[config.mk]
export PLATFORM = sky130hd
export DESIGN_NAME = div_iter_flat
export DESIGN_NICKNAME = d
export VERILOG_FILES = /design/src/rtl/div_iter_if.sv /design/src/rtl/div_iter.sv /design/src/flat_wrapper.sv
export SDC_FILE = /design/constraint.sdc
export NUM_CORES = 1
export LEC_CHECK = 0
export ABC_AREA = 1
export CORE_MARGIN = 4
export CORE_UTILIZATION = 40
export DETAILED_ROUTE_END_ITERATION = 8
export DONT_BUFFER_PORTS = 1
export GPL_TIMING_DRIVEN = 0
export SYNTH_ARGS = -nofsm -noshare
export SYNTH_HDL_FRONTEND = slang
export SYNTH_SLANG_ARGS = --single-unit
[constraint.sdc]
create_clock -name clk -period 3.61 [get_ports clk]
set_input_delay 0.361 -clock clk [delete_from_list [all_inputs] [get_ports clk]]
set_output_delay 0.361 -clock clk [all_outputs]
set_load 0.05 [all_outputs]
[src/rtl/div_iter_if.sv]
// Execute-stage <-> iterative divider handshake bundle.
// div_by_zero_out exists only when DIV_DBZ_FLAG_EN is defined.
interface div_iter_if #(
   parameter int unsigned WIDTH = 32
);
   logic                 signed_div_in;
   logic [WIDTH-1:0]     opdata1_in;
   logic [WIDTH-1:0]     opdata2_in;
   logic                 start_in;
   logic                 annul_in;
   logic [2*WIDTH-1:0]   result_out;
   logic                 ready_out;
`ifdef DIV_DBZ_FLAG_EN
   logic                 div_by_zero_out;
`endif

   modport master (
      output signed_div_in, opdata1_in, opdata2_in, start_in, annul_in,
      input  result_out, ready_out
`ifdef DIV_DBZ_FLAG_EN
      , input div_by_zero_out
`endif
   );

   modport slave (
      input  signed_div_in, opdata1_in, opdata2_in, start_in, annul_in,
      output result_out, ready_out
`ifdef DIV_DBZ_FLAG_EN
      , output div_by_zero_out
`endif
   );
endinterface

[src/rtl/div_iter.sv]
// Iterative restoring divider, one quotient bit per clock, result {remainder, quotient}.
// Optional divide-by-zero flag output enabled by defining DIV_DBZ_FLAG_EN.
module div_iter #(
   parameter int unsigned WIDTH = 32
) (
   input  logic       clk,
   input  logic       rst,
   div_iter_if.slave  bus
);
   localparam int unsigned CW = $clog2(WIDTH + 1);

   typedef enum logic [1:0] {S_IDLE, S_BYZERO, S_ON, S_END} state_t;

   state_t               state_q, state_nx;
   logic [CW-1:0]        cnt_q, cnt_nx;
   logic [WIDTH-1:0]     rem_q, rem_nx;
   logic [WIDTH-1:0]     quo_q, quo_nx;
   logic [WIDTH-1:0]     dvs_q, dvs_nx;
   logic                 neg_quo_q, neg_quo_nx;
   logic                 neg_rem_q, neg_rem_nx;
   logic [2*WIDTH-1:0]   result_q, result_nx;
   logic                 ready_q, ready_nx;
`ifdef DIV_DBZ_FLAG_EN
   logic                 dbz_q, dbz_nx;
`endif

   logic                 accept_c, abort_c, last_c, fits_c;
   logic [WIDTH:0]       trial_c;
   logic [WIDTH-1:0]     step_rem_c, step_quo_c, mag_a_c, mag_b_c;

   assign accept_c = bus.start_in && !bus.annul_in;
   assign abort_c  = bus.annul_in || !bus.start_in;
   assign last_c   = (cnt_q == CW'(WIDTH - 1));

   // Operand magnitudes; -2^(W-1) maps onto itself, read back as unsigned 2^(W-1)
   assign mag_a_c = (bus.signed_div_in && bus.opdata1_in[WIDTH-1]) ? -bus.opdata1_in : bus.opdata1_in;
   assign mag_b_c = (bus.signed_div_in && bus.opdata2_in[WIDTH-1]) ? -bus.opdata2_in : bus.opdata2_in;

   // Restoring step: bring the next dividend bit into the remainder, subtract if it fits
   assign trial_c    = {rem_q, quo_q[WIDTH-1]};
   assign fits_c     = (trial_c >= {1'b0, dvs_q});
   assign step_rem_c = fits_c ? WIDTH'(trial_c - {1'b0, dvs_q}) : trial_c[WIDTH-1:0];
   assign step_quo_c = {quo_q[WIDTH-2:0], fits_c};

   always_ff @(posedge clk) begin
      if (!rst) state_q <= S_IDLE;
      else      state_q <= state_nx;
   end

   always_comb begin
      state_nx = state_q;
      unique case (state_q)
         S_IDLE:   if (accept_c) state_nx = (bus.opdata2_in == '0) ? S_BYZERO : S_ON;
         S_BYZERO: state_nx = S_END;
         S_ON: begin
            if (abort_c)     state_nx = S_IDLE;
            else if (last_c) state_nx = S_END;
         end
         S_END:    if (!bus.start_in) state_nx = S_IDLE;
         default:  state_nx = S_IDLE;
      endcase
   end

   always_comb begin
      cnt_nx     = cnt_q;
      rem_nx     = rem_q;
      quo_nx     = quo_q;
      dvs_nx     = dvs_q;
      neg_quo_nx = neg_quo_q;
      neg_rem_nx = neg_rem_q;
      result_nx  = result_q;
      ready_nx   = ready_q;
`ifdef DIV_DBZ_FLAG_EN
      dbz_nx     = dbz_q;
`endif
      unique case (state_q)
         S_IDLE: begin
            result_nx = '0;
            ready_nx  = 1'b0;
`ifdef DIV_DBZ_FLAG_EN
            dbz_nx    = 1'b0;
`endif
            if (accept_c) begin
               cnt_nx     = '0;
               rem_nx     = '0;
               quo_nx     = mag_a_c;
               dvs_nx     = mag_b_c;
               neg_quo_nx = bus.signed_div_in && (bus.opdata1_in[WIDTH-1] ^ bus.opdata2_in[WIDTH-1]);
               neg_rem_nx = bus.signed_div_in && bus.opdata1_in[WIDTH-1];
            end
         end
         S_BYZERO: begin
            result_nx = '0;
            ready_nx  = 1'b1;
`ifdef DIV_DBZ_FLAG_EN
            dbz_nx    = 1'b1;
`endif
         end
         S_ON: begin
            if (!abort_c) begin
               rem_nx = step_rem_c;
               quo_nx = step_quo_c;
               cnt_nx = cnt_q + CW'(1);
               if (last_c) begin
                  result_nx = {neg_rem_q ? -step_rem_c : step_rem_c,
                               neg_quo_q ? -step_quo_c : step_quo_c};
                  ready_nx  = 1'b1;
`ifdef DIV_DBZ_FLAG_EN
                  dbz_nx    = 1'b0;
`endif
               end
            end
         end
         S_END: begin
            if (!bus.start_in) begin
               result_nx = '0;
               ready_nx  = 1'b0;
`ifdef DIV_DBZ_FLAG_EN
               dbz_nx    = 1'b0;
`endif
            end
         end
         default: ;
      endcase
   end

   always_ff @(posedge clk) begin
      if (!rst) begin
         cnt_q     <= '0;
         rem_q     <= '0;
         quo_q     <= '0;
         dvs_q     <= '0;
         neg_quo_q <= 1'b0;
         neg_rem_q <= 1'b0;
         result_q  <= '0;
         ready_q   <= 1'b0;
`ifdef DIV_DBZ_FLAG_EN
         dbz_q     <= 1'b0;
`endif
      end else begin
         cnt_q     <= cnt_nx;
         rem_q     <= rem_nx;
         quo_q     <= quo_nx;
         dvs_q     <= dvs_nx;
         neg_quo_q <= neg_quo_nx;
         neg_rem_q <= neg_rem_nx;
         result_q  <= result_nx;
         ready_q   <= ready_nx;
`ifdef DIV_DBZ_FLAG_EN
         dbz_q     <= dbz_nx;
`endif
      end
   end

   assign bus.result_out = result_q;
   assign bus.ready_out  = ready_q;
`ifdef DIV_DBZ_FLAG_EN
   assign bus.div_by_zero_out = dbz_q;
`endif
endmodule

[src/flat_wrapper.sv]
// flat-port wrapper written by rule: the top's interface ports become plain ports
module div_iter_flat 
#(
   parameter int unsigned WIDTH = 32
)
  (clk, rst, bus_signed_div_in, bus_opdata1_in, bus_opdata2_in, bus_start_in, bus_annul_in, bus_result_out, bus_ready_out);
  div_iter_if #(.WIDTH(WIDTH)) bus_i ();
  input  logic clk;
  input  logic rst;
  input wire logic [$bits(bus_i.signed_div_in)-1:0] bus_signed_div_in;
  input wire logic [$bits(bus_i.opdata1_in)-1:0] bus_opdata1_in;
  input wire logic [$bits(bus_i.opdata2_in)-1:0] bus_opdata2_in;
  input wire logic [$bits(bus_i.start_in)-1:0] bus_start_in;
  input wire logic [$bits(bus_i.annul_in)-1:0] bus_annul_in;
  output wire logic [$bits(bus_i.result_out)-1:0] bus_result_out;
  output wire logic [$bits(bus_i.ready_out)-1:0] bus_ready_out;
  assign bus_i.signed_div_in = bus_signed_div_in;
  assign bus_i.opdata1_in = bus_opdata1_in;
  assign bus_i.opdata2_in = bus_opdata2_in;
  assign bus_i.start_in = bus_start_in;
  assign bus_i.annul_in = bus_annul_in;
  assign bus_result_out = bus_i.result_out;
  assign bus_ready_out = bus_i.ready_out;
  div_iter #(.WIDTH(WIDTH)) u_core (.clk(clk), .rst(rst), .bus(bus_i));
endmodule
### Word-level counts from Yosys, hierarchy flattened

Cells that the tools add are included.

| operators by class | value |
|---|---|
| equal/unequal tests | 9 |
| mux-type cells | 28 |
| $lt $le $gt $ge | 1 |
| reductions and logical operators | 15 |
| add/sub/neg operators | 6 |
| bitwise gates (word level) | 1 |

Operators by type and width:

| operator | count |
|---|---|
| 32-bit two-way mux | 9 |
| 64-bit two-way mux | 3 |
| 64-bit case mux with 3 select lines | 1 |
| 32-bit negator | 4 |
| 32-bit case mux with 2 select lines | 2 |
| 33-bit by 32-bit greater-or-equal comparator with 1-bit output | 1 |
| 32-bit logical NOT | 1 |
| 32-bit subtractor | 1 |
| 6-bit two-way mux | 2 |
| 6-bit case mux with 2 select lines | 1 |
| 2-bit two-way mux | 5 |
| 3-bit AND reduction | 3 |
| 2-bit case mux with 4 select lines | 1 |
| 6-bit by 1-bit adder with 6-bit output, second input constant | 1 |
| 6-bit by 5-bit == test with 1-bit output, second input constant | 1 |
| 2-bit == test, second input constant | 2 |
| 1-bit logical AND | 4 |
| 2-bit by 1-bit inequality test with 1-bit output, second input constant | 2 |
| 2-bit inequality test, second input constant | 2 |
| 1-bit case mux with 4 select lines | 1 |
| 1-bit two-way mux | 3 |
| 3-bit by 1-bit inequality test with 1-bit output, second input constant | 1 |
| 2-bit by 1-bit == test with 1-bit output, second input constant | 1 |
| 1-bit logical NOT | 2 |
| other kinds (6) | 6 |

| word-level totals | value |
|---|---|
| bits of input ports | 69 |
| logic and storage cells | 69 |
| output and inout port bits | 65 |
| register bits after elaboration | 171 |

### Depth between registers and ports, before layout

| logic depth | value |
|---|---|
| depth in word-level cells | 7 |
| mapped depth | 27 |
| gate-level depth less buffers | 27 |

### Worst setup path before layout

Ideal clock, no wire load.

| path | value |
|---|---|
| kind | reg2reg |
| start point | register u_core.dvs_q[8] |
| end point | register u_core.result_q[30] (netlist: u_core.bus.result_out[30]) |
| stages on the path, launching flop included | 28 |
| library setup time | 132 ps |
| arrival | 3238 ps |
| clock period less this slack | 3370 ps |
| buffers on the path | 0 |
| required time | 3478 ps |
| slack | 240 ps |
| cell sequence | dfxtp_1 > inv_1 > ha_1 > nand2_2 > inv_1 > nand2_1 > nand2_1 > inv_2 > nand3_2 > nand2_2 > nand2_4 > nand2_4 > nand2_8 > inv_2 > ha_1 > nand3_1 > nor3_1 > nand3_1 > nor3_1 > nand3_1 > nand2_1 > o21ai_0 > a21oi_1 > nand2_1 > nor2_1 > a21oi_1 > o21ai_0 > a21oi_1 |

| on the way | value |
|---|---|
| cells in the longest elaborated chain, start to end | 6 |

RTL lines:

| item | RTL line | RTL |
|---|---|---|
| start, declared | div_iter.sv:18 | `logic [WIDTH-1:0] dvs_q, dvs_nx;` |
| start signal, assigned | div_iter.sv:144 | `dvs_q <= dvs_nx;` |
| 33-bit by 32-bit greater-or-equal comparator with 1-bit output | div_iter.sv:41 | `assign fits_c = (trial_c >= {1'b0, dvs_q});` |
| 32-bit negator | div_iter.sv:106 | `neg_quo_q ? -step_quo_c : step_quo_c};` |
| 32-bit two-way mux | div_iter.sv:106 |  |
| 64-bit two-way mux | div_iter.sv:104 | `if (last_c) begin` |
| 64-bit two-way mux | div_iter.sv:100 | `if (!abort_c) begin` |
| 64-bit case mux with 3 select lines | div_iter.sv:76 | `unique case (state_q)` |
| end signal, assigned | div_iter.sv:147 | `result_q <= result_nx;` |
| end, declared | div_iter.sv:21 | `logic [2*WIDTH-1:0] result_q, result_nx;` |

No other way between the ends. The select of a mux whose other input is x is not followed.
A chain may end at the register's enable or synchronous reset.

### Final worst setup path

| path | value |
|---|---|
| start point | register u_core.dvs_q[7] |
| end point | register u_core.result_q[12] (netlist: u_core.bus.result_out[12]) |

The elaborated chain is that of the path after synthesis.

==> metrics.log <==
[metrics] cell count after synthesis: approximately 2,100
[metrics] Mean Syn Cell Area: 6.02 um^2
[metrics] chip width: 186 um
[metrics] HP Class: input pin to flop
[metrics] most common flop cell mapped by yosys: sky130_fd_sc_hd__dfxtp_1
[metrics] cell internal power dissipation: 4.77 mW
[metrics] antenna violations before repair: 0
[metrics] die boundary height: 186 um
[metrics] most common cell in the netlist: sky130_fd_sc_hd__nand2_1
[metrics] non-filler cells in the finished layout: ~2,500
[metrics] max-slew headroom at the worst pin: 35.9%
[metrics] library cell with the largest summed area after synthesis: sky130_fd_sc_hd__dfxtp_1
[metrics] post-synthesis async set-or-reset flop share: 0%
[metrics] total design power: ~9.4 mW
[metrics] CTS tree: done
[metrics] overall overflow remaining after global route: 0
[metrics] CTS clk-pin slew, worst paths: around 0.070 ns
[metrics] routed wire length per instance: 17.8 um
[metrics] number of design rule violations left after detail routing: 0
[metrics] final critical-path required period: 3.44 ns
[metrics] final period utilization: 95.3%
[metrics] Total Routing Usage GR: 25.9%
[metrics] detail-routed via count per cell: 5.28
[metrics] power density over the cells: 652 nW/um^2
[metrics] final net count: 2,249
[metrics] root cell of the clock tree: sky130_fd_sc_hd__clkbuf_16
[metrics] most area-consuming cells after synthesis: sky130_fd_sc_hd__dfxtp_1 (27%), sky130_fd_sc_hd__nand2_1 (19%), sky130_fd_sc_hd__a21oi_1 (8.5%), sky130_fd_sc_hd__inv_1 (8.0%), sky130_fd_sc_hd__nand3_1 (5.8%)
[metrics] number of standard-cell rows in the floorplan: 64
[metrics] crit-path max FO: 8
[metrics] routability congestion estimate from global placement: 0.960
[metrics] relative contribution of the clock network to total power: between 20 and 25%
[metrics] effective utilization at floorplan: 41.0%
[metrics] Die ar.: 34,500 um^2
[metrics] H-tree depth reported by CTS: 4
[metrics] worst flop-to-flop path startpoint: u_core.dvs_q[7]
[metrics] peak ir drop on the vdd network: just over 0.0004 V
[metrics] cell area after synthesis: ~13,000 um^2
[metrics] Worst Skew: 0.0171 ns
[metrics] number of inserted filler cells in the final layout: 3,246
[metrics] hold slack final: between 0.08 and 0.09 ns
[metrics] share of power burned in registers: 28.3%
[metrics] Warnings, synthesis: 0
[metrics] vias after detailed routing: 13,500
[metrics] startpoint type of the worst setup path: flop
[metrics] required time reported for the critical path endpoint: 3.98 ns
[metrics] flip-flop and latch count after synthesis: 171
[metrics] clock tree sinks: 171
[metrics] number of endpoints with negative hold slack in the final report: 0
[metrics] Psw: 4.66 mW
[metrics] Cells after DPL: 2,492
[metrics] final total negative setup slack: 0 ns
[metrics] hpwl dp: 36,300 um
[metrics] remaining antenna violation count: 0
[metrics] drt first-iter violations: between 1,000 and 1,500
[metrics] clk_lat worst skew: 0.45 ns
[metrics] part of the Yosys area used for sequential elements: a little over a quarter
[metrics] first drt pass iteration count: 7
[metrics] Post-CTS Hold Fix Bufs: 0
[metrics] post-synth top area share: approximately 27%
[metrics] number of nets produced by synthesis: roughly 2,200
[metrics] area of the core: between 30,000 and 40,000 um^2
[metrics] count of inserted antenna diode cells: 0
[metrics] met2 WL post-DR: 20,300 um
[metrics] achievable clock frequency: 0.291 GHz
[metrics] buffers from clock root to sink, at most: 2
[metrics] DR WL met3: between 2000 and 3000 um
[metrics] overall routed net length: 45,300 um
[metrics] leakage power summed over all cells: roughly 6.6 nW
[metrics] largest net degree at the start of global routing: 17
[metrics] Max-Cap Viols: 0
[metrics] Top Ports: between 100 and 150
[metrics] outcome: finished, final reports clean
[metrics] commonest cells in the synthesized netlist: sky130_fd_sc_hd__nand2_1 (623), sky130_fd_sc_hd__inv_1 (269), sky130_fd_sc_hd__a21oi_1 (214)
[metrics] number of global-route vias before repair: about 12,000
[metrics] number of buffers added by the clock tree synthesis step: 17
[metrics] wire length of the first global-routing pass: 69,700 um
[metrics] Worst Max-Slew Pin Slew: around 0.96 ns
[metrics] nature of the critical path endpoint: flop
[metrics] logic gate share of total power: 51.2%
[metrics] M1 WL: 21,100 um
[metrics] number of port buffers: 0
[metrics] Hold Crit Start: bus_opdata2_in[0]
[metrics] endpoint arrival time on the critical path: 3.81 ns
[metrics] count of flip-flops with a built-in enable after synthesis: 0
[metrics] Setup-failing EPs final: 0
[metrics] final count of pins violating max slew: 0
[metrics] uppermost layer routed: met4
[metrics] worst setup path class: flop to flop
[metrics] library cells used by synthesis: 48
[metrics] Switching Share: between 40% and 50%
[metrics] layout cell share with drive strength beyond 1: 11.9%
[metrics] critical path startpoint: u_core.dvs_q[7]
[metrics] Syn-to-layout area delta: 14.6%
layout make-up:
cell class	count	area [um^2]	area share, %
buffer	74	350	2.42
clock buffer	18	439	3.04
clock inverter	14	155	1.07
inverter	281	1070	7.43
multi-input combinational	1570	8320	57.5
sequential	171	3460	23.9
tap	396	495	3.43
timing repair buffer	23	173	1.19
power groups by stage:
| stage | registers, mW | logic (mW) | clock network, mW |
|---|---|---|---|
| after global routing | 2.69 | 5.37 | 2.02 |
| final | 2.66 | 4.83 | 1.93 |
| after CTS | 2.64 | 4.60 | 1.94 |
| after detailed placement | 2.67 | 4.28 | 0 |
| after floorplan | 2.56 | 3.15 | 0 |
| after global placement | 2.67 | 4.25 | 0 |
worst paths after layout:
path         cells past startpoint                   endpoint  slack (ns)
max                             26  u_core.bus.result_out[12]        0.17
min                              2            u_core.dvs_q[0]        0.09
max reg2reg                     26  u_core.bus.result_out[12]        0.17
min reg2reg                      2            u_core.cnt_q[0]        0.49
worst max-delay path, stage by stage, from the launching register on:
cell and delay (ns):
sky130_fd_sc_hd__dfxtp_2 0.34, sky130_fd_sc_hd__inv_2 0.09, sky130_fd_sc_hd__ha_4 0.30, sky130_fd_sc_hd__nand2_1 0.11, sky130_fd_sc_hd__nor2_2 0.23, sky130_fd_sc_hd__nand3_1 0.10, sky130_fd_sc_hd__nor2_1 0.12, sky130_fd_sc_hd__nand2_1 0.07
sky130_fd_sc_hd__nand2_2 0.08, sky130_fd_sc_hd__nor2_4 0.05, sky130_fd_sc_hd__nand2_8 0.10, sky130_fd_sc_hd__inv_8 0.05, sky130_fd_sc_hd__ha_4 0.16, sky130_fd_sc_hd__nand3_2 0.10, sky130_fd_sc_hd__nor3_4 0.05, sky130_fd_sc_hd__nand3_2 0.10
sky130_fd_sc_hd__nor3_4 0.05, sky130_fd_sc_hd__buf_4 0.14, sky130_fd_sc_hd__buf_4 0.12, sky130_fd_sc_hd__buf_4 0.12, sky130_fd_sc_hd__buf_4 0.12, sky130_fd_sc_hd__buf_4 0.12, sky130_fd_sc_hd__buf_4 0.13, sky130_fd_sc_hd__a21oi_2 0.15
sky130_fd_sc_hd__o21ai_1 0.08, sky130_fd_sc_hd__a21o_1 0.18, sky130_fd_sc_hd__a21oi_1 0.11
flip-flops by register name (all words and copies together), names as in the netlist:
name / cells
u_core.quo_q: 32
u_core.neg_quo_q: 1
u_core.bus.result_out: 64
u_core.bus.ready_out: 1
u_core.rem_q: 32
u_core.neg_rem_q: 1
u_core.cnt_q: 6
u_core.state_q: 2
u_core.dvs_q: 32
through the flow:
stage	util, %	area, um^2	setup WS, ns
final	46.9	14500	0.170
after global routing	46.9	14500	-0.0433
after detailed placement	42.6	13100	-0.647
after CTS	46.3	14300	0.00323
after global placement	42.6	13100	-0.618
after floorplan	-	12600	0.240
logic make-up after synthesis:
group,share of synthesized area [%]
compound gates,16.2
xor+xnor,4.58
fa+ha+maj,4.22
buf+inv,11.1
flops,27.1
simple gates,36.7
what timing repair did:
| action | in CTS | in global routing |
|---|---|---|
| setup buffers | 17 | 6 |
| endpoints found under the setup margin | 13 | 22 |
| pin swaps | 8 | 9 |
| gates resized for setup | 85 | 47 |
routing by layer:
metal  GRT usage, %  up-vias
li1               -     6819
met1           35.3     6171
met2           41.6      397
met3           4.65       68
met4           8.54        0
met5              0        -
cell usage in the layout (no fill, tap or decap), drive strengths merged:
| cell | count |
|---|---|
| xnor2 | 19 |
| ha | 41 |
| a2bb2oi | 1 |
| a221oi | 4 |
| clkinv | 8 |
| or2 | 7 |
| xor2 | 47 |
| o21bai | 1 |
| nand4 | 15 |
| a22oi | 2 |
| buf | 41 |
| nor2 | 191 |
| a21oi | 217 |
| a41oi | 1 |
| a31oi | 3 |
| a211oi | 1 |
| nand2 | 654 |
| o211ai | 12 |
| nand3b | 13 |
| o221ai | 6 |
| clkinvlp | 1 |
| clkbuf | 74 |
| o31ai | 1 |
| inv | 284 |
| a21o | 5 |
| fa | 1 |
| nor4 | 8 |
| o21ai | 133 |
| nand3 | 150 |
| bufinv | 2 |
| nor3 | 30 |
| nor3b | 2 |
| and2 | 5 |
| dfxtp | 171 |
Power figures use the tool's default switching activity.
